===== src/rtl/inst_fetch_unit_pkg.sv =====
// Shared state encoding, opcode constants and reset default for the fetch unit.
// Optional register-indirect jump support is enabled with INST_FETCH_JR_EN.
package inst_fetch_unit_pkg;

    typedef enum logic [1:0] {
        REQ  = 2'd0,
        WAIT = 2'd1,
        HOLD = 2'd2
    } fetch_state_e;

    localparam logic [5:0] OP_RTYPE = 6'd0;
    localparam logic [5:0] OP_J     = 6'd2;
    localparam logic [5:0] OP_JAL   = 6'd3;
    localparam logic [5:0] OP_BNE   = 6'd5;
    localparam logic [5:0] OP_LW    = 6'd35;
    localparam logic [5:0] OP_SW    = 6'd43;

    localparam logic [31:0] RESET_PC_DEFAULT = 32'h0000_0000;

    // Instruction addresses are always word aligned.
    function automatic logic [31:0] align_word(input logic [31:0] addr);
        return {addr[31:2], 2'b00};
    endfunction

endpackage


===== src/rtl/inst_fetch_unit_if.sv =====
// Bus bundle between the fetch unit and its environment (imem, datapath, decoder).
// Jump_Reg/Reg_Target exist only when INST_FETCH_JR_EN is defined.
interface inst_fetch_unit_if;
    logic        Imem_Req_Valid;
    logic        Imem_Req_Ready;
    logic [31:0] Imem_Addr;
    logic        Imem_Rsp_Valid;
    logic [31:0] Imem_Rsp_Data;
    logic [31:0] Inst;
    logic        Inst_Valid;
    logic        Inst_Ready;
    logic [31:0] PC_Out;
    logic [31:0] PC_Plus4;
    logic        Branch;
    logic        Branch_Not_Equal;
    logic        Jump;
    logic        Zero;
`ifdef INST_FETCH_JR_EN
    logic        Jump_Reg;
    logic [31:0] Reg_Target;
`endif

    modport master (
        output Imem_Req_Valid, Imem_Addr, Inst, Inst_Valid, PC_Out, PC_Plus4,
        input  Imem_Req_Ready, Imem_Rsp_Valid, Imem_Rsp_Data, Inst_Ready,
        input  Branch, Branch_Not_Equal, Jump, Zero
`ifdef INST_FETCH_JR_EN
        , input Jump_Reg, Reg_Target
`endif
    );

    modport slave (
        input  Imem_Req_Valid, Imem_Addr, Inst, Inst_Valid, PC_Out, PC_Plus4,
        output Imem_Req_Ready, Imem_Rsp_Valid, Imem_Rsp_Data, Inst_Ready,
        output Branch, Branch_Not_Equal, Jump, Zero
`ifdef INST_FETCH_JR_EN
        , output Jump_Reg, Reg_Target
`endif
    );

endinterface


===== src/rtl/inst_fetch_unit_next_pc_logic.sv =====
// Combinational next-PC select: [Jump_Reg >] Jump > taken branch > PC+4.
// Jump_Reg is present only when INST_FETCH_JR_EN is defined.
module next_pc_logic
    import inst_fetch_unit_pkg::*;
(
    input  logic [31:0] pc_plus4_i,
    input  logic [31:0] inst_i,
    input  logic        branch_i,
    input  logic        bne_i,
    input  logic        jump_i,
    input  logic        zero_i,
`ifdef INST_FETCH_JR_EN
    input  logic        jump_reg_i,
    input  logic [31:0] reg_target_i,
`endif
    output logic [31:0] next_pc_o
);

    logic [31:0] jump_target;
    logic [31:0] branch_target;
    logic        branch_taken;
    logic        unused_opcode;

    // Opcode is decoded upstream; only the immediate fields matter here.
    assign unused_opcode = ^inst_i[31:26];

    assign jump_target   = {pc_plus4_i[31:28], inst_i[25:0], 2'b00};
    assign branch_target = pc_plus4_i + {{14{inst_i[15]}}, inst_i[15:0], 2'b00};
    assign branch_taken  = (branch_i && zero_i) || (bne_i && !zero_i);

    always_comb begin
        next_pc_o = pc_plus4_i;
        if (jump_i) begin
            next_pc_o = jump_target;
        end else if (branch_taken) begin
            next_pc_o = branch_target;
        end
`ifdef INST_FETCH_JR_EN
        if (jump_reg_i) begin
            next_pc_o = align_word(reg_target_i);
        end
`endif
    end

endmodule


===== src/rtl/inst_fetch_unit.sv =====
// Instruction fetch unit: PC register, imem request/response FSM, held instruction.
// Define INST_FETCH_JR_EN to add register-indirect jumps (Jump_Reg/Reg_Target).
module inst_fetch_unit
    import inst_fetch_unit_pkg::*;
#(
    parameter logic [31:0] RESET_PC = RESET_PC_DEFAULT,
    parameter int          ADDR_W   = 32
) (
    input  logic               Clk,
    input  logic               Reset,
    inst_fetch_unit_if.master  bus
);

    fetch_state_e      state_q, state_d;
    logic [ADDR_W-1:0] pc_q, pc_d;
    logic [ADDR_W-1:0] pc_out_q, pc_out_d;
    logic [31:0]       inst_q, inst_d;
    logic              inst_valid_q, inst_valid_d;
    logic [ADDR_W-1:0] pc_plus4;
    logic [ADDR_W-1:0] next_pc;
    logic              req_valid;

    // Request is suppressed while Reset is held so the reset-cycle value reads 0.
    assign req_valid = (state_q == REQ) && !Reset;
    assign pc_plus4  = pc_out_q + 32'd4;

    next_pc_logic u_next_pc (
        .pc_plus4_i   (pc_plus4),
        .inst_i       (inst_q),
        .branch_i     (bus.Branch),
        .bne_i        (bus.Branch_Not_Equal),
        .jump_i       (bus.Jump),
        .zero_i       (bus.Zero),
`ifdef INST_FETCH_JR_EN
        .jump_reg_i   (bus.Jump_Reg),
        .reg_target_i (bus.Reg_Target),
`endif
        .next_pc_o    (next_pc)
    );

    always_comb begin
        state_d      = state_q;
        pc_d         = pc_q;
        pc_out_d     = pc_out_q;
        inst_d       = inst_q;
        inst_valid_d = inst_valid_q;
        case (state_q)
            REQ: begin
                if (req_valid && bus.Imem_Req_Ready) begin
                    state_d = WAIT;
                end
            end
            WAIT: begin
                if (bus.Imem_Rsp_Valid) begin
                    inst_d       = bus.Imem_Rsp_Data;
                    inst_valid_d = 1'b1;
                    pc_out_d     = pc_q;
                    state_d      = HOLD;
                end
            end
            HOLD: begin
                if (bus.Inst_Ready) begin
                    pc_d         = align_word(next_pc);
                    inst_valid_d = 1'b0;
                    state_d      = REQ;
                end
            end
            default: state_d = REQ;
        endcase
    end

    always_ff @(posedge Clk) begin
        if (Reset) begin
            state_q      <= REQ;
            pc_q         <= RESET_PC;
            pc_out_q     <= RESET_PC;
            inst_q       <= 32'h0;
            inst_valid_q <= 1'b0;
        end else begin
            state_q      <= state_d;
            pc_q         <= pc_d;
            pc_out_q     <= pc_out_d;
            inst_q       <= inst_d;
            inst_valid_q <= inst_valid_d;
        end
    end

    assign bus.Imem_Req_Valid = req_valid;
    assign bus.Imem_Addr      = pc_q;
    assign bus.Inst           = inst_q;
    assign bus.Inst_Valid     = inst_valid_q;
    assign bus.PC_Out         = pc_out_q;
    assign bus.PC_Plus4       = pc_plus4;

endmodule


===== src/flat_wrapper.sv =====
// flat-port wrapper written by rule: the top's interface ports become plain ports
module inst_fetch_unit_flat import inst_fetch_unit_pkg::*;
#(
    parameter logic [31:0] RESET_PC = RESET_PC_DEFAULT,
    parameter int          ADDR_W   = 32
)
  (Clk, Reset, bus_Imem_Req_Valid, bus_Imem_Addr, bus_Inst, bus_Inst_Valid, bus_PC_Out, bus_PC_Plus4, bus_Imem_Req_Ready, bus_Imem_Rsp_Valid, bus_Imem_Rsp_Data, bus_Inst_Ready, bus_Branch, bus_Branch_Not_Equal, bus_Jump, bus_Zero);
  inst_fetch_unit_if bus_i ();
  input  logic Clk;
  input  logic Reset;
  output wire logic [$bits(bus_i.Imem_Req_Valid)-1:0] bus_Imem_Req_Valid;
  output wire logic [$bits(bus_i.Imem_Addr)-1:0] bus_Imem_Addr;
  output wire logic [$bits(bus_i.Inst)-1:0] bus_Inst;
  output wire logic [$bits(bus_i.Inst_Valid)-1:0] bus_Inst_Valid;
  output wire logic [$bits(bus_i.PC_Out)-1:0] bus_PC_Out;
  output wire logic [$bits(bus_i.PC_Plus4)-1:0] bus_PC_Plus4;
  input wire logic [$bits(bus_i.Imem_Req_Ready)-1:0] bus_Imem_Req_Ready;
  input wire logic [$bits(bus_i.Imem_Rsp_Valid)-1:0] bus_Imem_Rsp_Valid;
  input wire logic [$bits(bus_i.Imem_Rsp_Data)-1:0] bus_Imem_Rsp_Data;
  input wire logic [$bits(bus_i.Inst_Ready)-1:0] bus_Inst_Ready;
  input wire logic [$bits(bus_i.Branch)-1:0] bus_Branch;
  input wire logic [$bits(bus_i.Branch_Not_Equal)-1:0] bus_Branch_Not_Equal;
  input wire logic [$bits(bus_i.Jump)-1:0] bus_Jump;
  input wire logic [$bits(bus_i.Zero)-1:0] bus_Zero;
  assign bus_Imem_Req_Valid = bus_i.Imem_Req_Valid;
  assign bus_Imem_Addr = bus_i.Imem_Addr;
  assign bus_Inst = bus_i.Inst;
  assign bus_Inst_Valid = bus_i.Inst_Valid;
  assign bus_PC_Out = bus_i.PC_Out;
  assign bus_PC_Plus4 = bus_i.PC_Plus4;
  assign bus_i.Imem_Req_Ready = bus_Imem_Req_Ready;
  assign bus_i.Imem_Rsp_Valid = bus_Imem_Rsp_Valid;
  assign bus_i.Imem_Rsp_Data = bus_Imem_Rsp_Data;
  assign bus_i.Inst_Ready = bus_Inst_Ready;
  assign bus_i.Branch = bus_Branch;
  assign bus_i.Branch_Not_Equal = bus_Branch_Not_Equal;
  assign bus_i.Jump = bus_Jump;
  assign bus_i.Zero = bus_Zero;
  inst_fetch_unit #(.RESET_PC(RESET_PC), .ADDR_W(ADDR_W)) u_core (.Clk(Clk), .Reset(Reset), .bus(bus_i));
endmodule

===== config.mk =====
export PLATFORM = sky130hd
export DESIGN_NAME = inst_fetch_unit_flat
export DESIGN_NICKNAME = d
export VERILOG_FILES = /design/src/rtl/inst_fetch_unit_pkg.sv /design/src/rtl/inst_fetch_unit_if.sv /design/src/rtl/inst_fetch_unit_next_pc_logic.sv /design/src/rtl/inst_fetch_unit.sv /design/src/flat_wrapper.sv
export SDC_FILE = /design/constraint.sdc
export NUM_CORES = 1
export LEC_CHECK = 0
export CORE_MARGIN = 2
export CORE_UTILIZATION = 53
export CTS_CLUSTER_DIAMETER = 40
export DETAILED_ROUTE_END_ITERATION = 12
export PLACE_DENSITY_LB_ADDON = 0.12
export SLEW_MARGIN = 20
export SYNTH_ARGS = -nofsm -noshare
export SYNTH_HDL_FRONTEND = slang
export SYNTH_SLANG_ARGS = --single-unit

===== constraint.sdc =====
create_clock -name Clk -period 6.5 [get_ports Clk]
set_input_delay 1.625 -clock Clk [delete_from_list [all_inputs] [get_ports Clk]]
set_output_delay 1.625 -clock Clk [all_outputs]
set_load 0.01 [all_outputs]

==> impl_metrics.ini, run 1 <==
[status]
status = completed

[final_layout]
area_growth_syn_to_layout_pct = 32.17
num_antenna_cells = 0
final.fill_count = 865
layout-drive-gt1-share_pct = 4.034
finalNetCount = 1015

[die]
ios = 171
die_width_microns = 110.7
start_util_pct = 54.96
core_area_sq_um = 10980
fp.dieArea_sq_um = 12260
std_cell_rows = 38
die_h_microns = 110.7

[placement]
dp_hpwl_microns = 15330
portBuffers = 164
gp_routability_congestion = 0.9680

[clock_network]
clk_pin_slew_ns = 0.07
clockBufferDepth = 2
cts_made_buffers = 9
clock_latency_ns = 0.36
postCtsResizedCells = 0
htreeDepth = 3
cts_tree = built
hold_buffers = 0
cts_setup_buffers = 0
cts_sinks = 95
root_buffer = clkbuf_16

[yosys]
netlist_instances = 800
syn_area_sq_um = 6036
async_flop_share_pct = 0
yosys_register_bits = 95
synth_edf_count = 0
synth_cell_types = 67
yosys_warnings = 0
ys.flop_type = dfxtp_1
synth_area_per_cell_sq_um = 7.545
ys_seq_area_share_pct = 31.51

[sta]
rsz0062_at_grt = false
max_slew_margin_pct = 31.39
drv_slew = 0
fmax_ghz = 0.2085
skew_ns = 0.005647
period_share_pct = 73.77
hold_viol = 0
final.setup.tns_ns = 0
tightest_slew_ns = 1.028
fin_crit_ns = 4.795
setup_viol = 0

[job]
max-cap-violations = 0

[detailed_routing]
via_count = 6573
via_per_inst = 6.075
drt-pass1-iter-count = 5
antenna_left = 0
drt_iter0_markers = 365
wl_per_cell_microns = 19.18
drc = 0
drt-total-wl_microns = 20760

[setup_path]
critical_path_class = register to primary output
crit_fanout = 7
slowest_delay_ns = 0.63
crit_path_end_kind = primary output
slowest_stage = clkdlybuf4s50_1
rrSetupSlack_ns = 2.09
path_cells = ha_1 > and4_1 > and2_0 > and3_1 > nand3_1 > xnor2_1 > clkdlybuf4s50_1
arrival_ns = 3.17
start_kind = register
required_ns = 4.88

[global_routing]
grt_usage_pct = 32.65
overflow = 0
grt_pass1_wl_microns = 32200
grt_pass1_vias = 6400
grt_max_degree = 87
antenna_found_initial = 0

[power]
p_leak_nw = 3.045
p_total_mw = 1.273
peakVddDrop_uv = 123.2
power_per_cell_area_nw_per_um2 = 159.6

[min_path]
hold_class = register to register
power by group:
| group | total, mW | leakage [nW] | switching (mW) | internal (mW) |
|---|---|---|---|---|
| Sequential | 0.608 | 0.768 | 0.0151 | 0.592 |
| Combinational | 0.151 | 2.14 | 0.0850 | 0.0662 |
| Clock | 0.514 | 0.134 | 0.241 | 0.274 |
kinds of logic after synthesis:
group	synth area share, %
and+or+nand+nor	23.49
AOI/OAI and AO/OA	24.25
DFF	31.51
buffers and inverters	4.125
xor gates and xnor gates	7.546
adders and majority gates	7.794
muxes	1.223
other	0.06213
Yosys cell counts, drive strengths merged, types with 7 or more instances:
| library cell | count | area, sq um |
|---|---|---|
| a211oi | 11 | 100.1 |
| and3 | 13 | 81.33 |
| o21ai | 19 | 95.09 |
| nand3 | 15 | 75.07 |
| a21oi | 121 | 609.3 |
| nor3 | 12 | 60.06 |
| a21o | 12 | 90.09 |
| o211ai | 17 | 137.6 |
| xnor2 | 28 | 245.2 |
| nand4 | 8 | 50.05 |
| xor2 | 24 | 210.2 |
| clkbuf | 38 | 152.6 |
| inv | 10 | 37.54 |
| nand2 | 185 | 694.4 |
| ha | 36 | 450.4 |
| and4 | 7 | 61.31 |
| nor2 | 52 | 200.2 |
| buf | 9 | 58.80 |
| dfxtp | 95 | 1902 |
registers in the layout (all words and copies together), names as in the netlist:
register / cells
u_core.bus.PC_Out: 30
u_core.bus.Inst_Valid: 1
u_core.bus.Imem_Addr: 30
u_core.state_q: 2
u_core.bus.Inst: 32
routing by layer:
metal	global-route usage, %	vias to the layer above	part of all wire, %	wire length (microns)
li1	-	3096	-	-
met4	20.83	0	5.2	1087
met2	59.84	326	51	10500
met1	34.68	3078	38	7858
met3	5.085	73	6.3	1310
met5	0	-	0	0
worst paths after layout:
| kind | start | to | cells past startpoint |
|---|---|---|---|
| max | u_core.bus.PC_Out[2] | bus_PC_Plus4[22] | 7 |
| min | u_core.bus.Inst[26] | u_core.bus.Inst[26] | 2 |
| max reg2reg | u_core.bus.PC_Out[2] | u_core.bus.Imem_Addr[31] | 15 |
| min reg2reg | u_core.bus.Inst[26] | u_core.bus.Inst[26] | 2 |
layout make-up:
cell class,count,area (sq um),area share [%]
clock inverters,5,40.04,0.5019
multi-input cells,653,3914,49.06
well taps,140,175.2,2.196
clock buffers,11,242.7,3.043
flip-flops and latches,95,1902,23.84
inverters,10,37.54,0.4705
repair buffers,168,1667,20.89
placed cells by master (no fill, tap or decap), types with 4 or more instances in the layout:
cell type and n:
a211oi_1 9, a21o_1 12, a21oi_1 120, a22o_1 4, a311oi_1 5, and2_1 4
and3_1 13, and4_1 7, buf_4 4, clkbuf_16 9, clkdlybuf4s50_1 163, conb_1 6
dfxtp_1 95, ha_1 36, inv_1 10, mux2i_1 4, nand2_1 185, nand2b_1 4
nand3_1 15, nand4_1 8, nor2_1 49, nor3_1 12, o211ai_1 15, o21a_1 5
o21ai_0 19, o21bai_1 4, o22ai_1 4, or2_2 4, xnor2_1 28, xor2_1 24
stage by stage:
stage	hold WS [ns]	utilization, %	instances	setup slack [ns]	area [sq um]
after floorplan	0.4805	-	805	2.654	6055
after global placement	0.4405	70.04	1066	2.219	7692
after detailed placement	0.4479	70.04	1066	2.149	7692
after CTS	0.4571	72.61	1082	1.751	7975
after global routing	0.4723	72.64	1082	1.574	7978
final	0.4561	72.64	1082	1.705	7978
worst max-delay path, delay by kind of cell (launching register included):
family / cells / cell delay (ns)
buf+inv: 1 / 0.63
xor+xnor: 1 / 0.42
fa+ha+maj: 1 / 0.25
flops: 1 / 0.47
simple gates: 4 / 1.04
No activity file was read; power rests on OpenSTA's default activity.
==> run 2: changes to the inputs <==
- CORE_UTILIZATION: 53 -> 44
- clock period: 6.5 -> 4.1 ns (I/O delays scaled with it)
==> run 2 against run 1 <==
  * Hold slack better by 0.0038 ns
  * Clock skew is 0.0030 ns higher
  * First-iteration DRC count is 26% higher
  * Routed wire length is 0.17% higher
  * Sequential cell count stayed put
  * Count of clock-buffer cells in the layout is 1 lower
  * Cell area is 3.3% higher
  * Critical path depth is 1 lower
  * Sequential share of layout area is 0.76 points lower
==> impl_metrics.ini, run 2 (synthesis results as in run 1) <==
[setup_path]
crit_fanout = 6
start_kind = register
slowest_stage = clkdlybuf4s50_1
path_cells = nand4_1 > or2_2 > nor3_2 > and3_1 > xor2_1 > clkdlybuf4s50_1
crit_buf_inv = 1
crit_family = simple AND/OR/NAND/NOR gates
crit_path_end_kind = primary output
arrival_ns = 2.83
slowest_delay_ns = 0.61
required_ns = 3.07
critical_path_class = register to primary output

[global_routing]
grt_pass1_wl_microns = 32090
grt_pass1_vias = 6264
grt_max_degree = 91
grt_usage_pct = 27.98
antenna_found_initial = 0
overflow = 0

[final_layout]
fin_area_sq_um = 8242
finalNetCount = 1040
num_antenna_cells = 0
area_growth_syn_to_layout_pct = 36.55
finish.utilization_pct = 61.99
final_cell_mix = nand2_1, clkdlybuf4s50_1, a21oi_1
final.fill_count = 1268
layout-drive-gt1-share_pct = 7.032
largest_reg_flops = 32
layout_commonest_cell = nand2_1

[sta]
setup_viol = 0
final.setup.tns_ns = 0
drv_slew = 0
fin_crit_ns = 3.857
tightest_slew_ns = 0.9613
max_slew_margin_pct = 35.91
period_share_pct = 94.08
skew_ns = 0.008611
rsz0062_at_grt = false
hold_viol = 0
fmax_ghz = 0.2593
worst_slack_ns = 0.2429

[detailed_routing]
drt-total-wl_microns = 20790
via_per_inst = 5.732
drt-pass1-iter-count = 5
drt_iter0_markers = 461
antenna_left = 0
via_count = 6552
drc = 0
wl_per_cell_microns = 18.19

[die]
fp.dieArea_sq_um = 14670
ios = 171
start_util_pct = 45.40
std_cell_rows = 42
die_width_microns = 121.1
die_h_microns = 121.1
core_area_sq_um = 13300

[min_path]
hold_class = register to register

[power]
peakVddDrop_uv = 144.6
power_per_cell_area_nw_per_um2 = 241.2
p_leak_nw = 3.180

[clock_network]
clockBufferDepth = 2
clk_pin_slew_ns = 0.07
clock_latency_ns = 0.35
cts_tree = built
cts_sinks = 95
cts_made_buffers = 9
htreeDepth = 3
root_buffer = clkbuf_16
hold_buffers = 0

[status]
status = completed

[placement]
place_area_sq_um = 7929
gp_routability_congestion = 0.9475
dp_slack_ns = 0.2436
dp_hpwl_microns = 15710
portBuffers = 164

[job]
max-cap-violations = 0
-- run 2: cell types whose count changed in the layout (fill, tap and decap cells not counted), moves of 2 or more --
cell / delta
buf_4: +24
clkinv_4: +3
clkinvlp_4: -2
xor2_1: -2
xor2_2: +2
-- run 2: report_power, final --
| group | internal (mW) | switching [mW] |
|---|---|---|
| combinational | 0.110 | 0.136 |
| clock | 0.414 | 0.365 |
| sequential | 0.939 | 0.0230 |
| total | 1.46 | 0.524 |
-- run 2: repair_timing --
| action | CTS | global route |
|---|---|---|
| endpoints found under the setup margin | 0 | 8 |
| gates resized for setup | 0 | 5 |
| buffers inserted | 0 | 2 |
-- run 2: tightest hold or removal path: cells and delay by family, from the launching register on --
kind | cells | cell delay [ns]
AND/OR/NAND/NOR | 1 | 0.05
flip-flops | 1 | 0.31
AO/OA/AOI/OAI | 1 | 0.05
-- run 2: path summary, 6_finish.rpt --
kind	startpoint	to	slack, ns	cells past startpoint
hold reg to reg	u_core.bus.Inst[30]	u_core.bus.Inst[30]	0.46	2
setup reg to reg	u_core.bus.PC_Out[2]	u_core.bus.Imem_Addr[29]	0.26	16
hold / removal	u_core.bus.Inst[30]	u_core.bus.Inst[30]	0.46	2
setup / recovery	u_core.bus.PC_Out[13]	bus_PC_Plus4[27]	0.24	6
-- run 2: area by class of cell --
class	instances	area [sq um]	share of cell area [%]
Inverter	10	37.54	0.4554
Timing Repair Buffer	193	1867	22.65
Multi-Input combinational cell	653	3941	47.82
Clock inverter	6	45.04	0.5465
Sequential cell	95	1902	23.08
Tap cell	176	220.2	2.672
Clock buffer	10	229.0	2.778
-- run 2: through the flow --
| stage | total power [mW] | cells | hold slack, ns |
|---|---|---|---|
| after floorplan | 1.110 | 805 | 0.4805 |
| after global placement | 1.222 | 1125 | 0.4415 |
| after detailed placement | 1.226 | 1125 | 0.4488 |
| after CTS | 2.000 | 1141 | 0.4598 |
| after global routing | 2.060 | 1143 | 0.4782 |
| final | 1.988 | 1143 | 0.4599 |
-- run 2: layer usage --
metal | global-route usage (%) | up-vias | wire length [microns]
met4 | 12.79 | 0 | 794
met5 | 0 | - | 0
met2 | 50.53 | 242 | 10530
met3 | 4.746 | 53 | 1192
li1 | - | 3158 | -
met1 | 31.97 | 3099 | 8273
